--- src/rtl/tt_seq_pkg.sv ---
// rtl/tt_seq_pkg.sv - shared types and sizes for the truth-table sequencer
package tt_seq_pkg;

   typedef enum logic [1:0] {
      IDLE   = 2'd0,
      DRIVE  = 2'd1,
      SAMPLE = 2'd2,
      DONE   = 2'd3
   } tt_state_t;

   localparam int NUM_ROWS = 16;
   localparam int VEC_W    = 4;
   localparam int RES_W    = 5;
   localparam int SETTLE_W = 8;

endpackage

--- src/rtl/tt_result_ram.sv ---
// rtl/tt_result_ram.sv - 16x5 result store, one write port, registered read, cleared on reset
module tt_result_ram
   import tt_seq_pkg::*;
(
   input  logic             clk,
   input  logic             rst,
   input  logic             i_wr_en,
   input  logic [VEC_W-1:0] i_wr_addr,
   input  logic [RES_W-1:0] i_wr_data,
   input  logic [VEC_W-1:0] i_rd_addr,
   output logic [RES_W-1:0] o_rd_data
);

   logic [RES_W-1:0] r_mem [NUM_ROWS];
   logic [RES_W-1:0] r_rd_data;

   // Read and write share an edge, so a same-address read sees the old entry.
   always_ff @(posedge clk) begin
      if (rst) begin
         for (int i = 0; i < NUM_ROWS; i++) begin
            r_mem[i] <= '0;
         end
         r_rd_data <= '0;
      end else begin
         r_rd_data <= r_mem[i_rd_addr];
         if (i_wr_en) begin
            r_mem[i_wr_addr] <= i_wr_data;
         end
      end
   end

   assign o_rd_data = r_rd_data;

endmodule

--- src/rtl/truth_table_sequencer.sv ---
// rtl/truth_table_sequencer.sv - sweeps {w,x,y,z} over 16 rows, settles, captures r0..r4
// Optional golden compare (exp_in, mismatch, mismatch_cnt) under TT_GOLDEN_CHECK_EN.
module truth_table_sequencer
   import tt_seq_pkg::*;
#(
   parameter int SETTLE_CYCLES = 60
)
(
   input  logic             clk,
   input  logic             rst,
   input  logic             start,
   output logic             busy,
   output logic             done,
   output logic [VEC_W-1:0] vec_out,
   input  logic [RES_W-1:0] res_in,
   output logic             row_valid,
   output logic [VEC_W-1:0] row_idx,
   output logic [RES_W-1:0] row_data,
   input  logic [VEC_W-1:0] rd_addr,
   output logic [RES_W-1:0] rd_data
`ifdef TT_GOLDEN_CHECK_EN
   ,
   input  logic [RES_W-1:0] exp_in,
   output logic             mismatch,
   output logic [RES_W-1:0] mismatch_cnt
`endif
);

   localparam int NUM_IN  = VEC_W;
   localparam int NUM_OUT = RES_W;
   localparam logic [SETTLE_W-1:0] SETTLE_LAST = SETTLE_W'(SETTLE_CYCLES - 1);
   localparam logic [NUM_IN-1:0]   LAST_ROW    = NUM_IN'(NUM_ROWS - 1);

   tt_state_t           r_state;
   logic [NUM_IN-1:0]   r_row;
   logic [SETTLE_W-1:0] r_settle;
   logic                r_busy;
   logic                r_done;
   logic                r_row_valid;
   logic [NUM_IN-1:0]   r_row_idx;
   logic [NUM_OUT-1:0]  r_row_data;

   logic                w_start_ok;
   logic                w_wr_en;

   assign w_start_ok = start && ((r_state == IDLE) || (r_state == DONE));
   assign w_wr_en    = (r_state == SAMPLE);

   always_ff @(posedge clk) begin
      if (rst) begin
         r_state     <= IDLE;
         r_row       <= '0;
         r_settle    <= '0;
         r_busy      <= 1'b0;
         r_done      <= 1'b0;
         r_row_valid <= 1'b0;
         r_row_idx   <= '0;
         r_row_data  <= '0;
      end else begin
         r_row_valid <= 1'b0;
         case (r_state)
            IDLE, DONE: begin
               if (start) begin
                  r_state  <= DRIVE;
                  r_row    <= '0;
                  r_settle <= '0;
                  r_done   <= 1'b0;
                  r_busy   <= 1'b1;
               end
            end
            DRIVE: begin
               if (r_settle == SETTLE_LAST) begin
                  r_state <= SAMPLE;
               end else begin
                  r_settle <= r_settle + 1'b1;
               end
            end
            SAMPLE: begin
               r_row_valid <= 1'b1;
               r_row_idx   <= r_row;
               r_row_data  <= res_in;
               // The sweep ends on the last row, so the row counter never wraps.
               if (r_row == LAST_ROW) begin
                  r_state <= DONE;
                  r_busy  <= 1'b0;
                  r_done  <= 1'b1;
               end else begin
                  r_row    <= r_row + 1'b1;
                  r_settle <= '0;
                  r_state  <= DRIVE;
               end
            end
            default: r_state <= IDLE;
         endcase
      end
   end

   tt_result_ram u_ram (
      .clk       (clk),
      .rst       (rst),
      .i_wr_en   (w_wr_en),
      .i_wr_addr (r_row),
      .i_wr_data (res_in),
      .i_rd_addr (rd_addr),
      .o_rd_data (rd_data)
   );

`ifdef TT_GOLDEN_CHECK_EN
   logic               r_mismatch;
   logic [NUM_OUT-1:0] r_mismatch_cnt;

   always_ff @(posedge clk) begin
      if (rst) begin
         r_mismatch     <= 1'b0;
         r_mismatch_cnt <= '0;
      end else begin
         r_mismatch <= 1'b0;
         if (w_start_ok) begin
            r_mismatch_cnt <= '0;
         end else if (r_state == SAMPLE && res_in != exp_in) begin
            r_mismatch <= 1'b1;
            if (r_mismatch_cnt != NUM_OUT'(NUM_ROWS)) begin
               r_mismatch_cnt <= r_mismatch_cnt + 1'b1;
            end
         end
      end
   end

   assign mismatch     = r_mismatch;
   assign mismatch_cnt = r_mismatch_cnt;
`endif

   assign busy      = r_busy;
   assign done      = r_done;
   assign vec_out   = r_row;
   assign row_valid = r_row_valid;
   assign row_idx   = r_row_idx;
   assign row_data  = r_row_data;

endmodule

--- config.mk ---
export PLATFORM = sky130hd
export DESIGN_NAME = truth_table_sequencer
export DESIGN_NICKNAME = d
export VERILOG_FILES = /design/src/rtl/tt_seq_pkg.sv /design/src/rtl/tt_result_ram.sv /design/src/rtl/truth_table_sequencer.sv
export SDC_FILE = /design/constraint.sdc
export NUM_CORES = 1
export LEC_CHECK = 0
export CAP_MARGIN = 20
export CORE_MARGIN = 2
export CORE_UTILIZATION = 51
export DETAILED_ROUTE_END_ITERATION = 7
export PLACE_DENSITY_LB_ADDON = 0.08
export SETUP_SLACK_MARGIN = 0.15
export SLEW_MARGIN = 0
export SYNTH_ARGS = -nofsm -noshare
export SYNTH_HDL_FRONTEND = slang
export SYNTH_SLANG_ARGS = --single-unit
--- constraint.sdc ---
create_clock -name clk -period 2 [get_ports clk]
set_input_delay 0.4 -clock clk [delete_from_list [all_inputs] [get_ports clk]]
set_output_delay 0.4 -clock clk [all_outputs]
set_load 0.03 [all_outputs]
# ---- Word level (Yosys, flattened, before mapping)
# Memory sizes are Yosys's and may differ from the RTL's. A register that Yosys moved wholly into a read port is not among the register bits.
# Cells that the tools add are included.
dict set report totals {
  n_memories 1
  latchBits 0
  mem_bits_rw 80
  regBits 26
  output_inout_bits 21
  mem_bits_ro 0
}
# memory words word_bits read_ports rd_clocked_by_memory_dff wr line
set mem_list {}
lappend mem_list {u_ram.r_mem 16 5 1 1 16 tt_result_ram.sv:14} ;# logic [RES_W-1:0] r_mem [NUM_ROWS];
dict set report op_classes {
  n_eq_ne 10
  n_mux 25
  multipliers 0
  add_sub_neg 2
  reduce_logical 8
  n_shift 0
  order_cmp 0
  bitwise_logic 0
  div_mod_pow 0
}
# operator count
set ops {}
lappend ops {{$mux 8} 3}
lappend ops {{$pmux 8 s3} 1}
lappend ops {{$mux 4} 3}
lappend ops {{$mux 1} 10}
lappend ops {{$ne 2x2->1 const B} 5}
lappend ops {{$reduce_and 3->1} 3}
lappend ops {{$add 8x1->8 const B} 1}
lappend ops {{$eq 8x6->1 const B} 1}
lappend ops {{$pmux 4 s2} 1}
lappend ops {{$mux 2} 3}
lappend ops {{$pmux 2 s3} 1}
lappend ops {{$mux 5} 1}
lappend ops {{$reduce_or 5->1} 1}
lappend ops {{$add 4x1->4 const B} 1}
lappend ops {{$eq 2x2->1 const B} 2}
lappend ops {{$eq 4x4->1 const B} 1}
lappend ops {{$pmux 1 s2} 2}
lappend ops {{$eq 2x1->1 const B} 1}
lappend ops {{$logic_not 2->1} 1}
lappend ops {{$reduce_and 2->1} 1}
lappend ops {{$reduce_bool 2->1} 1}
lappend ops {{$reduce_or 2->1} 1}

# ---- Depth between registers and ports, before layout
# Gate-level depths: netlist of run 1.
dict set report depth {
  depth_word 6
  mapped_depth 8
  ltp_nobuf 6
}

# ---- Cells and area by module
# From an unflattened synthesis of run 1, not the netlist that was laid out.
dict set report hier_totals {
  hier_cells 401
  area_unflattened_um2 5215.0
}
# mod n_inst area_each_um2 seq_area_each_um2 cells_per_inst
set by_module_without_submodules {}
lappend by_module_without_submodules {tt_result_ram 1 3971.3 2502.4 266}
lappend by_module_without_submodules {truth_table_sequencer 1 1243.7 520.5 135}

# ---- Worst setup path after synthesis of run 1
# OpenSTA, ideal clock, no wires.
dict set report synth_timing {
  path_kind {register to register}
  from {reg r_row[3] (netlist: vec_out[3])}
  to {mem u_ram.r_mem[12][0] (enable)}
  required_time_ps 1689
  synth_period_minus_slack_ps 1727
  stages_incl_launch_ff 5
  slack_ps 273
  t_arrival_ps 1417
  cell_sequence {dfxtp_1 > nand2_1 > nor3b_2 > buf_2 > a21o_1}
}
# item line
set synth_lines {}
lappend synth_lines {{start: declaration} truth_table_sequencer.sv:35} ;# logic [NUM_IN-1:0] r_row;
lappend synth_lines {{start signal: assignment} truth_table_sequencer.sv:88} ;# r_row <= r_row + 1'b1;
lappend synth_lines {{end: declaration} tt_result_ram.sv:14}

# ---- Worst setup path after layout of run 1
dict set report layout_timing {
  from {reg u_ram.r_rd_data[4] (netlist: u_ram.o_rd_data[4]), read port of u_ram.r_mem}
  to {out rd_data[4]}
}
# item line
set layout_lines {}
lappend layout_lines {{start: declaration} tt_result_ram.sv:15} ;# logic [RES_W-1:0] r_rd_data;
lappend layout_lines {{end: declaration} truth_table_sequencer.sv:20} ;# output logic [RES_W-1:0] rd_data
# No word-level cell between the ends.

==> flow_summary.ini, run 1 <==
[timing]
layout_min_cycle_time_ps = 1800
rsz0062_at_grt = true
worst_pin_slew_ps = 657
finalCritPeriodShare = 0.901
drv_slew = 0
finalHoldViolations = 0
setup_viol = 0
max_freq_mhz = 555
fin_tns_setup_ps = 0
skew_ps = 12.3
slew_headroom = 0.562

[route]
vias = 3543
drt_drc_violations_left = 0
viasPerCell = 5.86
wire_per_inst_um = 19.4
first_iter_violations = 227
ant_nets = 0
dr.pass1.iters = 5
finalWirelength_um = 11700

[floorplanning]
dieArea_mm2 = 0.0113
initial_utilization = 0.522
die_height_um = 106
pin_count = 33
rows = 37
core_area_mm2 = 0.0102
die_w_um = 106

[setup_path]
startpoint = u_ram.o_rd_data[4]$_SDFF_PP0_
path_class = register to output pin
arrival_ps = 1400
slowest_delay_ps = 670
worstReg2RegStart = r_state[0]$_SDFFE_PP0P_
end_kind = output pin
cp.required_ps = 1600
slowest_stage = clkdlybuf4s50_1
worstSetupStartpointType = register
crit_chain = clkdlybuf4s50_1
cp_max_fo = 1
critical_path_buf_inv_count = 1
path_delay_family = buffers and inverters

[global_route]
grt_pass1_wl_um = 18600
antenna_found_initial = 0
grt_use_total = 0.218
overflow = 0
grt_max_degree = 25
grt_pass1_vias = 3398

[cts]
clk_latency_ps = 370
cts_tree = done
htreeDepth = 3
clockBufferDepth = 2
cts_made_buffers = 9
cts.sinks = 111
clkSlewWorstSetupHoldPaths_ps = 100
cts_root_buf = clkbuf_8

[logic_synthesis]
synth_edf_count = 80
synthesis.area_mm2 = 0.00534
synth_top_area_frac = 0.450
synth_top_area_cell = edfxtp_1
ys_top_cells_by_area = edfxtp_1 (45%), dfxtp_1 (12%), and3_1 (9.4%)
synth_fa_ha_area_frac = 0.0188
synth-warning-count = 0
syn_inst = 424
ys_types = 47
syn-num-nets = 444
synth_top_family_by_area = simple AND/OR/NAND/NOR gates
synth-simple-area-share = 0.185
ys_seq_area_frac = 0.566
synth_area_per_cell_um2 = 12.6
yosys-top-cells-count = and3_1 (80), edfxtp_1 (80), dfxtp_1 (31)
ys_ff_latch = 111
synth.mux.area_fraction = 0.103
synth-main-ff-cell = edfxtp_1
synth_compound_area_frac = 0.0820
synth_xor_area_frac = 0
ys_async_sr_fraction = 0

[cells_and_area]
finalInstanceArea_mm2 = 0.00618
nets = 484
antenna_cells = 0
final_layout_size_suffix_gt1_frac = 0.154
area_delta_synth_final_pct = 15.9

[place]
dp_hpwl_um = 8120
place_area_mm2 = 0.00593
portBuffers = 32
gp_congestion = 0.823

[power_and_ir_drop]
p_leak_nw = 2.58
vdd_ir_drop_max_uv = 513
power_density_mw_per_mm2 = 756

[min_path]
holdCritStartpoint = rst
hold_path.class = input port to register

[outcome]
status = finished, final reports clean

[flow_run]
drv_cap = 0
## placed cells by master, fill, tap and decap left out, types with 6 or more instances in the layout
cell type | synthesis | routed
dfxtp_1 | 31 | 31
a21oi_1 | 16 | 16
o21ai_0 | 10 | 10
nor2_1 | 17 | 17
and3_1 | 80 | 80
nand2_1 | 18 | 18
nand4_1 | 7 | 7
o211ai_1 | 6 | 6
mux2i_1 | 20 | 20
inv_1 | 7 | 7
edfxtp_1 | 80 | 80
clkdlybuf4s50_1 | 0 | 27
mux4_1 | 9 | 9
clkbuf_8 | 0 | 10
a21o_1 | 15 | 11
buf_4 | 3 | 30
ha_1 | 8 | 8
nand3_1 | 11 | 11
## worst paths after layout
check	end	slack, ps	cells past startpoint
worst min-delay path	vec_out[2]$_SDFFE_PP0P_	350	2
worst max-delay path	rd_data[4]	200	1
worst max register to register	u_ram.r_mem[2][3]$_SDFFCE_PN0P_	260	6
worst min register to register	r_settle[7]$_SDFFE_PP0P_	470	2
## routing by layer
metal	vias to the layer above	wire, um	GRT usage
met5	-	0	0
met4	0	194	0.0799
met3	15	474	0.0215
met2	95	5680	0.348
met1	1743	5390	0.311
li1	1690	-	-
## final cells by class
| cell class | instances | area (um^2) |
|---|---|---|
| tap | 136 | 170 |
| inverter | 7 | 26.3 |
| timing repair buffer | 67 | 636 |
| sequential | 111 | 3020 |
| clock buffer | 13 | 149 |
| fill | 838 | 4050 |
| multi-input combinational | 268 | 2110 |
| clock inverter | 3 | 68.8 |
## registers in the layout, summed over array words and instances, names as in the netlist
name             count
vec_out              4
busy                 1
row_idx              4
row_valid            1
u_ram.r_mem         80
done                 1
u_ram.o_rd_data      5
r_state              2
row_data             5
r_settle             8
## logic make-up after synthesis
logic type	count (synthesis)
compound gates	62
fa+ha+maj	8
buf+inv	45
flops	111
mux	34
simple gates	164
## metrics by stage
step | utilization | std cells | worst slack (ps) | power [mW] | hold WS [ps]
final | 0.605 | 605 | 198 | 4.68 | 353
after global routing | 0.605 | 605 | 141 | 4.84 | 368
after CTS | 0.601 | 605 | 179 | 4.70 | 312
after detailed placement | 0.580 | 589 | -84.6 | 3.25 | 460
after global placement | 0.580 | 589 | -56.4 | 3.24 | 464
after floorplan | - | 424 | 273 | 3.03 | 445
## report_power, final
group          total [mW]  internal, mW  switching, mW
Sequential           2.60          2.55         0.0468
Clock                1.47         0.745          0.729
Combinational       0.604         0.251          0.353
## what timing repair did
item / in CTS / in global routing
gates resized for setup: 4 / 8
setup endpoints to repair: 4 / 39
hold buffers: 0 / 0
setup buffers: 0 / 0
(Power assumes the default switching activity.)
==> run 2: changes to the inputs <==
--- a/config.mk
+++ b/config.mk
@@ -9,6 +9,7 @@
 export CORE_MARGIN = 2
 export CORE_UTILIZATION = 51
 export DETAILED_ROUTE_END_ITERATION = 7
+export MAX_ROUTING_LAYER = met4
 export PLACE_DENSITY_LB_ADDON = 0.08
 export SETUP_SLACK_MARGIN = 0.15
 export SLEW_MARGIN = 0
==> run 2 against run 1 <==
Net effect:
- critical path depth did not move
- critical path type unchanged
- setup slack better by 3.1 ps
- sequential share of layout area is the same
- global-route usage is 0.67 points higher
- first-iteration DRC count is 2.2% higher
- count of clock-buffer cells in the layout is the same
- utilization is the same
- fmax increased by 0.17%
- largest cell class unchanged
- register-to-register slack barely moved
- clock skew down 1.3 ps
- non-clock buffer count unchanged
==> flow_summary.ini, run 2 (same netlist as run 1, synthesis figures left out) <==
[outcome]
status = finished, final reports clean

[place]
place_area_mm2 = 0.00593
gp_congestion = 0.835
portBuffers = 32
dp_hpwl_um = 8120

[timing]
setup_viol = 0
drv_slew = 0
skew_ps = 11.0
max_freq_mhz = 556
finalHoldViolations = 0
layout_min_cycle_time_ps = 1800
slew_headroom = 0.566
rsz0062_at_grt = true
worst_pin_slew_ps = 652
fin_hold_ws_ps = 352
finalCritPeriodShare = 0.899

[cts]
clk_latency_ps = 370
clkSlewWorstSetupHoldPaths_ps = 100
clockBufferDepth = 2
cts_tree = done
cts_made_buffers = 9
htreeDepth = 3
cts_root_buf = clkbuf_8
cts.sinks = 111
postCtsSetupRepairBufs = 0

[route]
drt_drc_violations_left = 0
finalWirelength_um = 11800
wire_per_inst_um = 19.4
dr.pass1.iters = 5
viasPerCell = 5.82
first_iter_violations = 232
ant_nets = 0
vias = 3519

[power_and_ir_drop]
vdd_ir_drop_max_uv = 513
power_mw = 4.67
p_leak_nw = 2.58
power_density_mw_per_mm2 = 756

[floorplanning]
core_area_mm2 = 0.0102
initial_utilization = 0.522
die_height_um = 106
rows = 37
pin_count = 33
dieArea_mm2 = 0.0113
die_w_um = 106

[setup_path]
arrival_ps = 1400
path_class = register to output pin
path_delay_family = buffers and inverters
critical_path_buf_inv_count = 1
cp.required_ps = 1600
cp_max_fo = 1
slowest_stage = clkdlybuf4s50_1
slowest_delay_ps = 670
end_kind = output pin
worstSetupStartpointType = register
crit_chain = clkdlybuf4s50_1

[cells_and_area]
largest_reg_flops = 80
final_cell_mix = and3_1 (80), edfxtp_1 (80), dfxtp_1 (31)
reg_top3 = u_ram.r_mem: 80 flops, r_settle: 8 flops
area_delta_synth_final_pct = 15.9
top_register = u_ram.r_mem
antenna_cells = 0
nets = 484
final_util = 0.605
finalInstanceArea_mm2 = 0.00618
final_layout_size_suffix_gt1_frac = 0.154

[min_path]
hold_path.class = input port to register

[global_route]
grt_use_total = 0.224
overflow = 0
grt_max_degree = 25
antenna_found_initial = 0
grt_pass1_wl_um = 18700
grt_pass1_vias = 3400

[flow_run]
drv_cap = 0
-- run 2: final timing paths --
kind / to / depth (start not counted) / from / slack (ps)
max: rd_data[4] / 1 / u_ram.o_rd_data[4]$_SDFF_PP0_ / 200
min: vec_out[2]$_SDFFE_PP0P_ / 2 / rst / 350
max reg2reg: u_ram.r_mem[2][3]$_SDFFCE_PN0P_ / 6 / r_state[0]$_SDFFE_PP0P_ / 260
min reg2reg: r_settle[7]$_SDFFE_PP0P_ / 2 / r_settle[7]$_SDFFE_PP0P_ / 470
-- run 2: report_power, final --
part	total, mW	switching, mW	leakage (nW)	internal, mW
logic	0.604	0.353	1.41	0.251
clock network	1.47	0.727	0.108	0.745
registers	2.60	0.0466	1.06	2.55
-- run 2: what timing repair did --
action	CTS	global route
setup endpoints to repair	4	39
hold buffers	0	0
gates resized for setup	4	8
hold endpoints to repair	0	0
-- run 2: metal layers --
| layer | global-route usage | part of all wire | vias up |
|---|---|---|---|
| met3 | 0.0208 | 0.038 | 14 |
| met2 | 0.346 | 0.48 | 95 |
| met1 | 0.315 | 0.46 | 1722 |
| met5 | - | 0 | - |
| li1 | - | - | 1688 |
| met4 | 0.0799 | 0.015 | 0 |
-- run 2: through the flow --
step | TNS (ps) | setup WS [ps] | cells
final | 0 | 201 | 605
after global routing | 0 | 141 | 605
after CTS | 0 | 179 | 605
after detailed placement | -303 | -84.6 | 589
after global placement | -241 | -56.4 | 589
after floorplan | 0 | 273 | 424
-- run 2: area by class of cell --
cell class	count	area, um^2
Timing Repair Buffer	67	636
Sequential cell	111	3020
Clock inverter	3	68.8
Fill cell	838	4050
Multi-Input combinational cell	268	2110
Clock buffer	13	149
Tap cell	136	170
Inverter	7	26.3
